===== src/rtl/psr_window_trap_controller_pkg.sv =====
// Shared definitions for the PSR window/trap controller: op codes, FSM states,
// trap type codes and PSR field positions.
package psr_ctrl_pkg;

  typedef enum logic [2:0] {
    OP_NOP     = 3'd0,
    OP_SAVE    = 3'd1,
    OP_RESTORE = 3'd2,
    OP_TRAP    = 3'd3,
    OP_RETT    = 3'd4,
    OP_WRPSR   = 3'd5
  } op_e;

  typedef enum logic [2:0] {
    ST_IDLE,
    ST_EVAL,
    ST_COMMIT,
    ST_FAULT,
    ST_ERROR
  } state_e;

  localparam logic [7:0] TT_ILLEGAL_INSTR  = 8'h02;
  localparam logic [7:0] TT_PRIV_INSTR     = 8'h03;
  localparam logic [7:0] TT_WIN_OVERFLOW   = 8'h05;
  localparam logic [7:0] TT_WIN_UNDERFLOW  = 8'h06;

  localparam int PSR_S_BIT  = 7;
  localparam int PSR_PS_BIT = 6;
  localparam int PSR_ET_BIT = 5;
  localparam logic [31:0] PSR_RESERVED_MASK = 32'h000F_C000;

  // Trap entry: enter supervisor, remember previous S, disable traps, rotate window.
  function automatic logic [31:0] trap_entry_word(input logic [31:0] psr,
                                                  input logic [4:0]  new_cwp);
    logic [31:0] w;
    w = psr & ~PSR_RESERVED_MASK;
    w[PSR_PS_BIT] = psr[PSR_S_BIT];
    w[PSR_S_BIT]  = 1'b1;
    w[PSR_ET_BIT] = 1'b0;
    w[4:0]        = new_cwp;
    return w;
  endfunction

endpackage


===== src/rtl/psr_window_trap_controller_if.sv =====
// Control-unit <-> PSR controller bundle; master is the control unit side.
interface psr_window_trap_controller_if;
  logic        op_valid;
  logic [2:0]  op;
  logic        op_ready;
  logic [7:0]  trap_type;
  logic [31:0] wr_data;
  logic [31:0] psr_in;
  logic [31:0] wim;
  logic        psr_ld;
  logic [31:0] psr_data;
  logic        tt_ld;
  logic [7:0]  tt_out;
  logic        done;
  logic        error_mode;

  modport master (
    output op_valid, op, trap_type, wr_data, psr_in, wim,
    input  op_ready, psr_ld, psr_data, tt_ld, tt_out, done, error_mode
  );

  modport slave (
    input  op_valid, op, trap_type, wr_data, psr_in, wim,
    output op_ready, psr_ld, psr_data, tt_ld, tt_out, done, error_mode
  );
endinterface


===== src/rtl/psr_window_trap_controller_cwp_mod_unit.sv =====
// Combinational window pointer neighbours (CWP-1, CWP+1 modulo NWINDOWS) and
// the invalid-mask bits of those neighbour windows.
module cwp_mod_unit #(
  parameter int NWINDOWS = 8
) (
  input  logic [4:0]  cwp,
  input  logic [31:0] wim,
  output logic [4:0]  cwp_dec,
  output logic [4:0]  cwp_inc,
  output logic        wim_dec,
  output logic        wim_inc
);

  localparam logic [4:0] CWP_MAX = 5'(NWINDOWS - 1);

  always_comb begin
    cwp_dec = (cwp == 5'd0) ? CWP_MAX : cwp - 5'd1;
    cwp_inc = (cwp >= CWP_MAX) ? 5'd0 : cwp + 5'd1;
    wim_dec = wim[cwp_dec];
    wim_inc = wim[cwp_inc];
  end

endmodule


===== src/rtl/psr_window_trap_controller.sv =====
// Sequencer for whole-PSR updates (SAVE/RESTORE/TRAP/RETT/WRPSR).
// Define PSR_WIM_CHECK_EN to enable window-invalid faults (0x05/0x06).
module psr_window_trap_controller
  import psr_ctrl_pkg::*;
#(
  parameter int NWINDOWS = 8
) (
  input logic clk,
  input logic rst,
  psr_window_trap_controller_if.slave bus
);

`ifdef PSR_WIM_CHECK_EN
  localparam bit WIM_CHECK = 1'b1;
`else
  localparam bit WIM_CHECK = 1'b0;
`endif

  localparam logic [5:0] NWIN = 6'(NWINDOWS);

  logic [4:0] cwp_dec, cwp_inc;
  logic       wim_dec, wim_inc;

  cwp_mod_unit #(.NWINDOWS(NWINDOWS)) u_cwp (
    .cwp     (bus.psr_in[4:0]),
    .wim     (bus.wim),
    .cwp_dec (cwp_dec),
    .cwp_inc (cwp_inc),
    .wim_dec (wim_dec),
    .wim_inc (wim_inc)
  );

  state_e      state_q, state_d;
  op_e         op_q, op_d;
  logic [7:0]  trap_type_q, trap_type_d;
  logic [23:0] wr_data_q, wr_data_d;
  logic [31:0] fault_word_q, fault_word_d;
  logic [7:0]  fault_code_q, fault_code_d;
  logic        fault_et_q, fault_et_d;
  logic        psr_ld_q, psr_ld_d;
  logic [31:0] psr_data_q, psr_data_d;
  logic        tt_ld_q, tt_ld_d;
  logic [7:0]  tt_out_q, tt_out_d;
  logic        done_q, done_d;
  logic        op_ready_q, op_ready_d;
  logic        error_mode_q, error_mode_d;

  logic [31:0] next_word, trap_word;
  logic        fault;
  logic [7:0]  fault_code;
  logic        psr_s, psr_ps, psr_et;

  always_comb begin
    state_d      = state_q;
    op_d         = op_q;
    trap_type_d  = trap_type_q;
    wr_data_d    = wr_data_q;
    fault_word_d = fault_word_q;
    fault_code_d = fault_code_q;
    fault_et_d   = fault_et_q;
    psr_ld_d     = 1'b0;
    psr_data_d   = '0;
    tt_ld_d      = 1'b0;
    tt_out_d     = '0;
    done_d       = 1'b0;

    psr_s      = bus.psr_in[PSR_S_BIT];
    psr_ps     = bus.psr_in[PSR_PS_BIT];
    psr_et     = bus.psr_in[PSR_ET_BIT];
    trap_word  = trap_entry_word(bus.psr_in, cwp_dec);
    next_word  = bus.psr_in & ~PSR_RESERVED_MASK;
    fault      = 1'b0;
    fault_code = '0;

    unique case (state_q)
      ST_IDLE: begin
        if (bus.op_valid && op_ready_q) begin
          trap_type_d = bus.trap_type;
          wr_data_d   = bus.wr_data[23:0];
          case (bus.op)
            OP_SAVE, OP_RESTORE, OP_TRAP, OP_RETT, OP_WRPSR: begin
              op_d    = op_e'(bus.op);
              state_d = ST_EVAL;
            end
            default: done_d = 1'b1;
          endcase
        end
      end

      ST_EVAL: begin
        case (op_q)
          OP_SAVE: begin
            next_word[4:0] = cwp_dec;
            if (WIM_CHECK && wim_dec) begin
              fault      = 1'b1;
              fault_code = TT_WIN_OVERFLOW;
            end
          end
          OP_RESTORE: begin
            next_word[4:0] = cwp_inc;
            if (WIM_CHECK && wim_inc) begin
              fault      = 1'b1;
              fault_code = TT_WIN_UNDERFLOW;
            end
          end
          OP_TRAP: next_word = trap_word;
          OP_RETT: begin
            if (psr_et) begin
              fault      = 1'b1;
              fault_code = TT_ILLEGAL_INSTR;
            end else if (!psr_s) begin
              fault      = 1'b1;
              fault_code = TT_PRIV_INSTR;
            end else begin
              next_word[PSR_ET_BIT] = 1'b1;
              next_word[PSR_S_BIT]  = psr_ps;
              next_word[4:0]        = cwp_inc;
              if (WIM_CHECK && wim_inc) begin
                fault      = 1'b1;
                fault_code = TT_WIN_UNDERFLOW;
              end
            end
          end
          OP_WRPSR: begin
            if (!psr_s) begin
              fault      = 1'b1;
              fault_code = TT_PRIV_INSTR;
            end else if ({1'b0, wr_data_q[4:0]} >= NWIN) begin
              fault      = 1'b1;
              fault_code = TT_ILLEGAL_INSTR;
            end else begin
              next_word = {bus.psr_in[31:24], wr_data_q} & ~PSR_RESERVED_MASK;
            end
          end
          default: ;
        endcase

        // A trap taken while traps are disabled has nowhere to go.
        if (op_q == OP_TRAP && !psr_et) begin
          state_d = ST_ERROR;
        end else if (fault) begin
          state_d      = ST_FAULT;
          fault_word_d = trap_word;
          fault_code_d = fault_code;
          fault_et_d   = psr_et;
        end else begin
          state_d    = ST_COMMIT;
          psr_ld_d   = 1'b1;
          psr_data_d = next_word;
          done_d     = 1'b1;
          if (op_q == OP_TRAP) begin
            tt_ld_d  = 1'b1;
            tt_out_d = trap_type_q;
          end
        end
      end

      ST_FAULT: begin
        if (fault_et_q) begin
          state_d    = ST_COMMIT;
          psr_ld_d   = 1'b1;
          psr_data_d = fault_word_q;
          tt_ld_d    = 1'b1;
          tt_out_d   = fault_code_q;
          done_d     = 1'b1;
        end else begin
          state_d = ST_ERROR;
        end
      end

      ST_COMMIT: state_d = ST_IDLE;
      ST_ERROR:  state_d = ST_ERROR;
      default:   state_d = ST_IDLE;
    endcase

    op_ready_d   = (state_d == ST_IDLE);
    error_mode_d = (state_d == ST_ERROR);
  end

  always_ff @(posedge clk) begin
    if (rst) begin
      state_q      <= ST_IDLE;
      op_q         <= OP_NOP;
      trap_type_q  <= '0;
      wr_data_q    <= '0;
      fault_word_q <= '0;
      fault_code_q <= '0;
      fault_et_q   <= 1'b0;
      psr_ld_q     <= 1'b0;
      psr_data_q   <= '0;
      tt_ld_q      <= 1'b0;
      tt_out_q     <= '0;
      done_q       <= 1'b0;
      op_ready_q   <= 1'b1;
      error_mode_q <= 1'b0;
    end else begin
      state_q      <= state_d;
      op_q         <= op_d;
      trap_type_q  <= trap_type_d;
      wr_data_q    <= wr_data_d;
      fault_word_q <= fault_word_d;
      fault_code_q <= fault_code_d;
      fault_et_q   <= fault_et_d;
      psr_ld_q     <= psr_ld_d;
      psr_data_q   <= psr_data_d;
      tt_ld_q      <= tt_ld_d;
      tt_out_q     <= tt_out_d;
      done_q       <= done_d;
      op_ready_q   <= op_ready_d;
      error_mode_q <= error_mode_d;
    end
  end

  assign bus.op_ready   = op_ready_q;
  assign bus.psr_ld     = psr_ld_q;
  assign bus.psr_data   = psr_data_q;
  assign bus.tt_ld      = tt_ld_q;
  assign bus.tt_out     = tt_out_q;
  assign bus.done       = done_q;
  assign bus.error_mode = error_mode_q;

endmodule


===== src/flat_wrapper.sv =====
// flat-port wrapper written by rule: the top's interface ports become plain ports
module psr_window_trap_controller_flat import psr_ctrl_pkg::*;
#(
  parameter int NWINDOWS = 8
)
  (clk, rst, bus_op_valid, bus_op, bus_trap_type, bus_wr_data, bus_psr_in, bus_wim, bus_op_ready, bus_psr_ld, bus_psr_data, bus_tt_ld, bus_tt_out, bus_done, bus_error_mode);
  psr_window_trap_controller_if bus_i ();
  input logic clk;
  input logic rst;
  input wire logic [$bits(bus_i.op_valid)-1:0] bus_op_valid;
  input wire logic [$bits(bus_i.op)-1:0] bus_op;
  input wire logic [$bits(bus_i.trap_type)-1:0] bus_trap_type;
  input wire logic [$bits(bus_i.wr_data)-1:0] bus_wr_data;
  input wire logic [$bits(bus_i.psr_in)-1:0] bus_psr_in;
  input wire logic [$bits(bus_i.wim)-1:0] bus_wim;
  output wire logic [$bits(bus_i.op_ready)-1:0] bus_op_ready;
  output wire logic [$bits(bus_i.psr_ld)-1:0] bus_psr_ld;
  output wire logic [$bits(bus_i.psr_data)-1:0] bus_psr_data;
  output wire logic [$bits(bus_i.tt_ld)-1:0] bus_tt_ld;
  output wire logic [$bits(bus_i.tt_out)-1:0] bus_tt_out;
  output wire logic [$bits(bus_i.done)-1:0] bus_done;
  output wire logic [$bits(bus_i.error_mode)-1:0] bus_error_mode;
  assign bus_i.op_valid = bus_op_valid;
  assign bus_i.op = bus_op;
  assign bus_i.trap_type = bus_trap_type;
  assign bus_i.wr_data = bus_wr_data;
  assign bus_i.psr_in = bus_psr_in;
  assign bus_i.wim = bus_wim;
  assign bus_op_ready = bus_i.op_ready;
  assign bus_psr_ld = bus_i.psr_ld;
  assign bus_psr_data = bus_i.psr_data;
  assign bus_tt_ld = bus_i.tt_ld;
  assign bus_tt_out = bus_i.tt_out;
  assign bus_done = bus_i.done;
  assign bus_error_mode = bus_i.error_mode;
  psr_window_trap_controller #(.NWINDOWS(NWINDOWS)) u_core (.clk(clk), .rst(rst), .bus(bus_i));
endmodule

===== config.mk =====
export PLATFORM = sky130hd
export DESIGN_NAME = psr_window_trap_controller_flat
export DESIGN_NICKNAME = d
export VERILOG_FILES = /design/src/rtl/psr_window_trap_controller_pkg.sv /design/src/rtl/psr_window_trap_controller_if.sv /design/src/rtl/psr_window_trap_controller_cwp_mod_unit.sv /design/src/rtl/psr_window_trap_controller.sv /design/src/flat_wrapper.sv
export SDC_FILE = /design/constraint.sdc
export NUM_CORES = 1
export LEC_CHECK = 0
export BUFFER_PORTS_ARGS = -buffer_cell sky130_fd_sc_hd__clkbuf_2
export CORE_MARGIN = 2
export CORE_UTILIZATION = 49
export CTS_CLUSTER_DIAMETER = 150
export DETAILED_ROUTE_END_ITERATION = 12
export PLACE_DENSITY = 0.8
export SETUP_SLACK_MARGIN = 0.3
export SLEW_MARGIN = 20
export SYNTH_ARGS = -nofsm -noshare
export SYNTH_HDL_FRONTEND = slang
export SYNTH_SLANG_ARGS = --single-unit

===== constraint.sdc =====
create_clock -name clk -period 2.3 [get_ports clk]
set_input_delay 0.345 -clock clk [delete_from_list [all_inputs] [get_ports clk]]
set_output_delay 0.345 -clock clk [all_outputs]
set_load 0.05 [all_outputs]

-- After elaboration in Yosys (flattened, before gate mapping)
Index checks and enable logic that the tools add are counted.
- input bits: 110
- flip-flop bits (word level): 117
- word-level logic and storage cells: 94
- output and inout bits: 45
- reduce and logical (&&, ||, !) cells: 11
- equal/unequal tests: 14
- multiplexer cells: 50
- add/sub/neg operators: 2
- bitwise logic cells: 1
- magnitude comparators: 2
- operators with widths (cell ; number):
    $mux 32 ; 3
    $pmux 32 s2 ; 1
    $mux 24 ; 2
    $mux 8 ; 4
    $pmux 8 s2 ; 2
    $pmux 5 s4 ; 1
    $eq 3x3->1 const B ; 6
    $mux 1 ; 16
    $mux 16 ; 1
    $eq 3x2->1 const B ; 5
    $mux 3 ; 4
    $mux 6 ; 2
    $pmux 3 s4 ; 1
    $mux 5 ; 2
    $eq 3x1->1 const B ; 3
    $pmux 1 s3 ; 3
    $mux 2 ; 4
    $pmux 1 s2 ; 4
    $logic_not 3->1 ; 2
    $reduce_and 3->1 ; 2
    $add 5x1->5 const B ; 1
    $ge 5x3->1 const B ; 1
    $ge 5x4->1 const B ; 1
    $logic_not 5->1 ; 1
    other kinds (7) ; 8

-- Logic depth before layout (Yosys ltp)
- depth in word-level cells: 9
- gate-level depth with buffers: 7
- gate-level depth less buffers: 6

-- Modules after synthesis
A second synthesis with hierarchy kept.
- cell total of the unflattened synthesis: 612
- area total of the unflattened synthesis: 5077.4 um^2
- modules (own cells, without submodules) (module ; sequential area each (um^2) ; area each (um^2) ; instances ; cells each):
    psr_window_trap_controller ; 1981.9 ; 4345.4 ; 1 ; 504
    cwp_mod_unit ; 0.0 ; 732.0 ; 1 ; 108

-- Worst setup path after synthesis
OpenSTA, ideal clock, no wires.
- path kind: flip-flop to flip-flop
- start: register u_core.op_ready_q (netlist: u_core.bus.op_ready)
- end: register u_core.trap_type_q[6]
- stages on the path, launching flop included: 7
- library setup time: 0.070 ns
- setup slack: 0.552 ns
- required time: 2.230 ns
- path buffers: 2
- arrival: 1.678 ns
- clock period less this slack: 1.748 ns
- path through: dfxtp_1 nor4b_2 and2_1 buf_2 buf_2 nand2_1 a21oi_1
- longest elaborated chain between the ends: 2
- RTL lines (element ; line ; text):
    from (decl) ; psr_window_trap_controller.sv:45 ; logic op_ready_q, op_ready_d;
    from (signal assigned) ; psr_window_trap_controller.sv:209 ; op_ready_q <= op_ready_d;
    $logic_and 1x1->1 ; psr_window_trap_controller.sv:77 ; if (bus.op_valid && op_ready_q) begin
    $reduce_and 2->1 (no line) ; -- ;
    to (signal assigned) ; psr_window_trap_controller.sv:199 ; trap_type_q <= trap_type_d;
    to (decl) ; psr_window_trap_controller.sv:35 ; logic [7:0] trap_type_q, trap_type_d;
Every way passes these cells.
A chain may end at the register's enable or synchronous reset.

-- Final worst setup path
- start: register u_core.op_q[2]
- end: register u_core.state_q[0]
- longest elaborated chain between the ends: 6
- elaborated cells on any way between the ends: 9
- those cells by class: eq/ne: 3; mux: 5; reduce/logical: 1
- RTL lines (element ; line ; text):
    from (decl) ; psr_window_trap_controller.sv:34 ; op_e op_q, op_d;
    from (signal assigned) ; psr_window_trap_controller.sv:198 ; op_q <= op_d;
    $eq 3x3->1 ; psr_window_trap_controller.sv:91 ; case (op_q)
    $pmux 1 s2 ; psr_window_trap_controller.sv:91 ;
    $mux 1 ; psr_window_trap_controller.sv:75 ; unique case (state_q)
    $mux 1 ; psr_window_trap_controller.sv:141 ; end else if (fault) begin
    $mux 3 * ; psr_window_trap_controller.sv:139 ; if (op_q == OP_TRAP && !psr_et) begin
    $pmux 3 s4 * ; psr_window_trap_controller.sv:75 ;
    to (signal assigned) ; psr_window_trap_controller.sv:197 ; state_q <= state_d;
    to (decl) ; psr_window_trap_controller.sv:33 ; state_e state_q, state_d;
Every way passes the cells marked *; elsewhere a longest branch is shown, timed or not. The select of a mux whose other input is x is not followed.

==> flow_summary.json <==
{
  "status": "finished clean",
  "synth-simple-area-share_pct": 19.5,
  "synth_mux_area_share_pct": 3.21,
  "grt_pass1_wl_um": 15900,
  "crit_path_max_fanout": 17,
  "grt_max_degree": 37,
  "ys_seq_area_share_pct": 48.0,
  "async_flop_share_pct": 0,
  "initial_core_util_pct": 50.5,
  "slew_headroom_pct": 66.1,
  "synth_most_common_cell": "dfxtp_1",
  "syn_area_mm2": 0.00413,
  "fin_crit_sh_pct": 85.1,
  "cts.sinks": 99,
  "path_class": "reg2reg",
  "finalSetupViolCount": 0,
  "p_leak_nw": 1.98,
  "drt_iter0_drc": 309,
  "netlist.area_leader.share_pct": 48.0,
  "die_height_um": 95.8,
  "drive_above_1_share_pct": 25.9,
  "io_buffers": 96,
  "cts_root_buf": "clkbuf_8",
  "htree_levels": 3,
  "fp.dieArea_mm2": 0.00918,
  "synth_compound_area_share_pct": 22.2,
  "io_pins": 155,
  "slew_viol_final": 0,
  "fin_crit_ns": 1.96,
  "core_mm2": 0.00818,
  "synth_cell_type_count": 57,
  "die_width_um": 95.8,
  "worst_skew_pair.late_latency_ns": 0.37,
  "synth_area_leaders": "dfxtp_1 48%, a21oi_1 7.6%, nand2_1 7.2%",
  "cp.arrival_ns": 2.23,
  "area_growth_pct": 19.6,
  "hold_viol_final": 0,
  "synth_common_cells": "99 x dfxtp_1, 79 x nand2_1, 63 x a21oi_1",
  "clk_pin_slew_ns": 0.10,
  "synth-seq-cells": 99,
  "stdcell_area_mm2": 0.00494,
  "finalHoldWorstSlack_ns": 0.186,
  "gp_congestion": 0.839,
  "wl_per_cell_um": 15.1,
  "synth-edff-count": 0,
  "fillCellCount": 738,
  "ant_nets": 0,
  "layout.nets": 679,
  "hold_class": "in2reg",
  "drc": 0,
  "cts_tree": "done",
  "dpl_cell_area_mm2": 0.00470,
  "fin_skew_ns": 0.0115,
  "via_count": 3801,
  "synthXorXnorAreaFrac_pct": 0.424,
  "synth_cells": 482,
  "endpoint_kind": "register",
  "synth_top_family_by_area": "compound AO/OA/AOI/OAI gates",
  "dp_hpwl_um": 7180,
  "tightest_slew_ns": 0.507,
  "syn_area_per_cell_um2": 8.57,
  "ys_warn_count": 0,
  "grt_usage_pct": 22.2,
  "grt_pass1_vias": 3355,
  "yosysTopAreaCell": "dfxtp_1",
  "grt.overflow.total": 0,
  "drtPass1Iterations": 5,
  "fmax_mhz": 511,
  "numCtsBuffers": 9,
  "peakVddDrop_v": 0.000371,
  "maxCapViolations": 0,
  "wirelength_um": 10200,
  "startpoint_type": "register",
  "pwr_density_cell_mw_per_mm2": 675,
  "cp.required_ns": 2.58,
  "diodes": 0,
  "synth_fa_ha_area_share_pct": 0.606,
  "cts.hold.buffers_added": 0,
  "fin_tns_setup_ns": 0,
  "rsz0062_at_grt": "true",
  "std_cell_rows": 33,
  "clockBufferDepth": 2,
  "antenna_found_initial": 0,
  "avgViaCountPerCell": 5.61,
  "ys.flop_type": "dfxtp_1"
}
[layer usage]
layer,wire length (um),vias up,GRT usage (%)
met5,0,-,0
met4,241,0,10.7
met3,674,19,2.90
met2,4870,149,33.5
met1,4460,1779,31.3
li1,-,1854,-
[worst max-delay path: stages (launching register included)]
cell and delay [ns]:
dfxtp_1 0.33, buf_4 0.19, nor3b_1 0.47, o2bb2ai_4 0.24, buf_4 0.30, nand2_1 0.08, a221oi_1 0.26
[where the power goes]
part	total (mW)	internal (mW)	switching (mW)
combinational	0.506	0.173	0.333
sequential	1.82	1.77	0.0415
clock	1.01	0.403	0.609
[cells in the final DEF, fill, tap and decap left out, drive strengths merged, types with 3 or more instances in the layout]
cell	Yosys	routed
a22o	11	11
and2	8	8
or3	4	4
clkinvlp	0	3
nand2	79	79
mux2i	11	11
nor3	13	13
inv	8	10
nor2b	4	4
clkbuf	27	106
a211oi	3	3
conb	1	6
a32oi	4	4
nor3b	3	3
o211ai	4	4
a22oi	4	4
a221oi	4	4
nand2b	5	5
o21ai	40	40
nand3	21	21
nor2	11	11
dfxtp	99	99
nand4	3	3
buf	17	17
a21o	5	5
a21oi	63	63
[worst paths after layout]
kind                                       from                            endpoint  slack (ns)  cells after the start
max                 u_core.op_q[2]$_SDFFE_PP0P_        u_core.state_q[0]$_SDFF_PP0_        0.34                      6
min                             bus_wr_data[22]   u_core.wr_data_q[22]$_SDFFE_PP0P_        0.19                      3
max reg2reg         u_core.op_q[2]$_SDFFE_PP0P_        u_core.state_q[0]$_SDFF_PP0_        0.34                      6
min reg2reg  u_core.trap_type_q[7]$_SDFFE_PP0P_  u_core.trap_type_q[7]$_SDFFE_PP0P_        0.45                      2
[flip-flops by register name, indices dropped and copies added (netlist names)]
| signal | count |
|---|---|
| u_core.trap_type_q | 8 |
| u_core.bus.tt_out | 8 |
| u_core.bus.done | 1 |
| u_core.bus.psr_data | 26 |
| u_core.op_q | 3 |
| u_core.state_q | 3 |
| u_core.bus.tt_ld | 1 |
| u_core.fault_code_q | 2 |
| u_core.fault_et_q | 1 |
| u_core.bus.psr_ld | 1 |
| u_core.bus.error_mode | 1 |
| u_core.wr_data_q | 18 |
| u_core.bus.op_ready | 1 |
| u_core.fault_word_q | 25 |
[kinds of logic after synthesis]
logic type / Yosys count
mux: 13
simple gates: 162
xor+xnor: 2
compound gates: 151
fa+ha+maj: 2
buf+inv: 52
flops: 99
other cells: 1
[through the flow]
stage	worst slack (ns)	cells	utilization, %	total power [mW]
after floorplan	0.552	487	-	2.19
after global placement	0.272	660	57.5	2.32
after detailed placement	0.232	660	57.5	2.34
after CTS	0.305	676	59.7	3.33
after global routing	0.198	677	60.4	3.48
final	0.342	677	60.4	3.33
[cell type report]
class	count	area, um2	share of cell area (%)
Timing Repair Buffer	113	633	12.8
Inverter	8	30.0	0.608
Clock buffer	10	128	2.58
Tap cell	105	131	2.66
Sequential cell	99	1980	40.2
Multi-Input combinational cell	336	1990	40.2
Clock inverter	6	47.5	0.963
[what timing repair did]
action	CTS	global route
gates cloned	0	0
pin swaps	1	1
setup buffers	0	1
resized for setup	0	9
setup endpoints to repair	1	56
No activity file was read; power rests on OpenSTA's default activity.
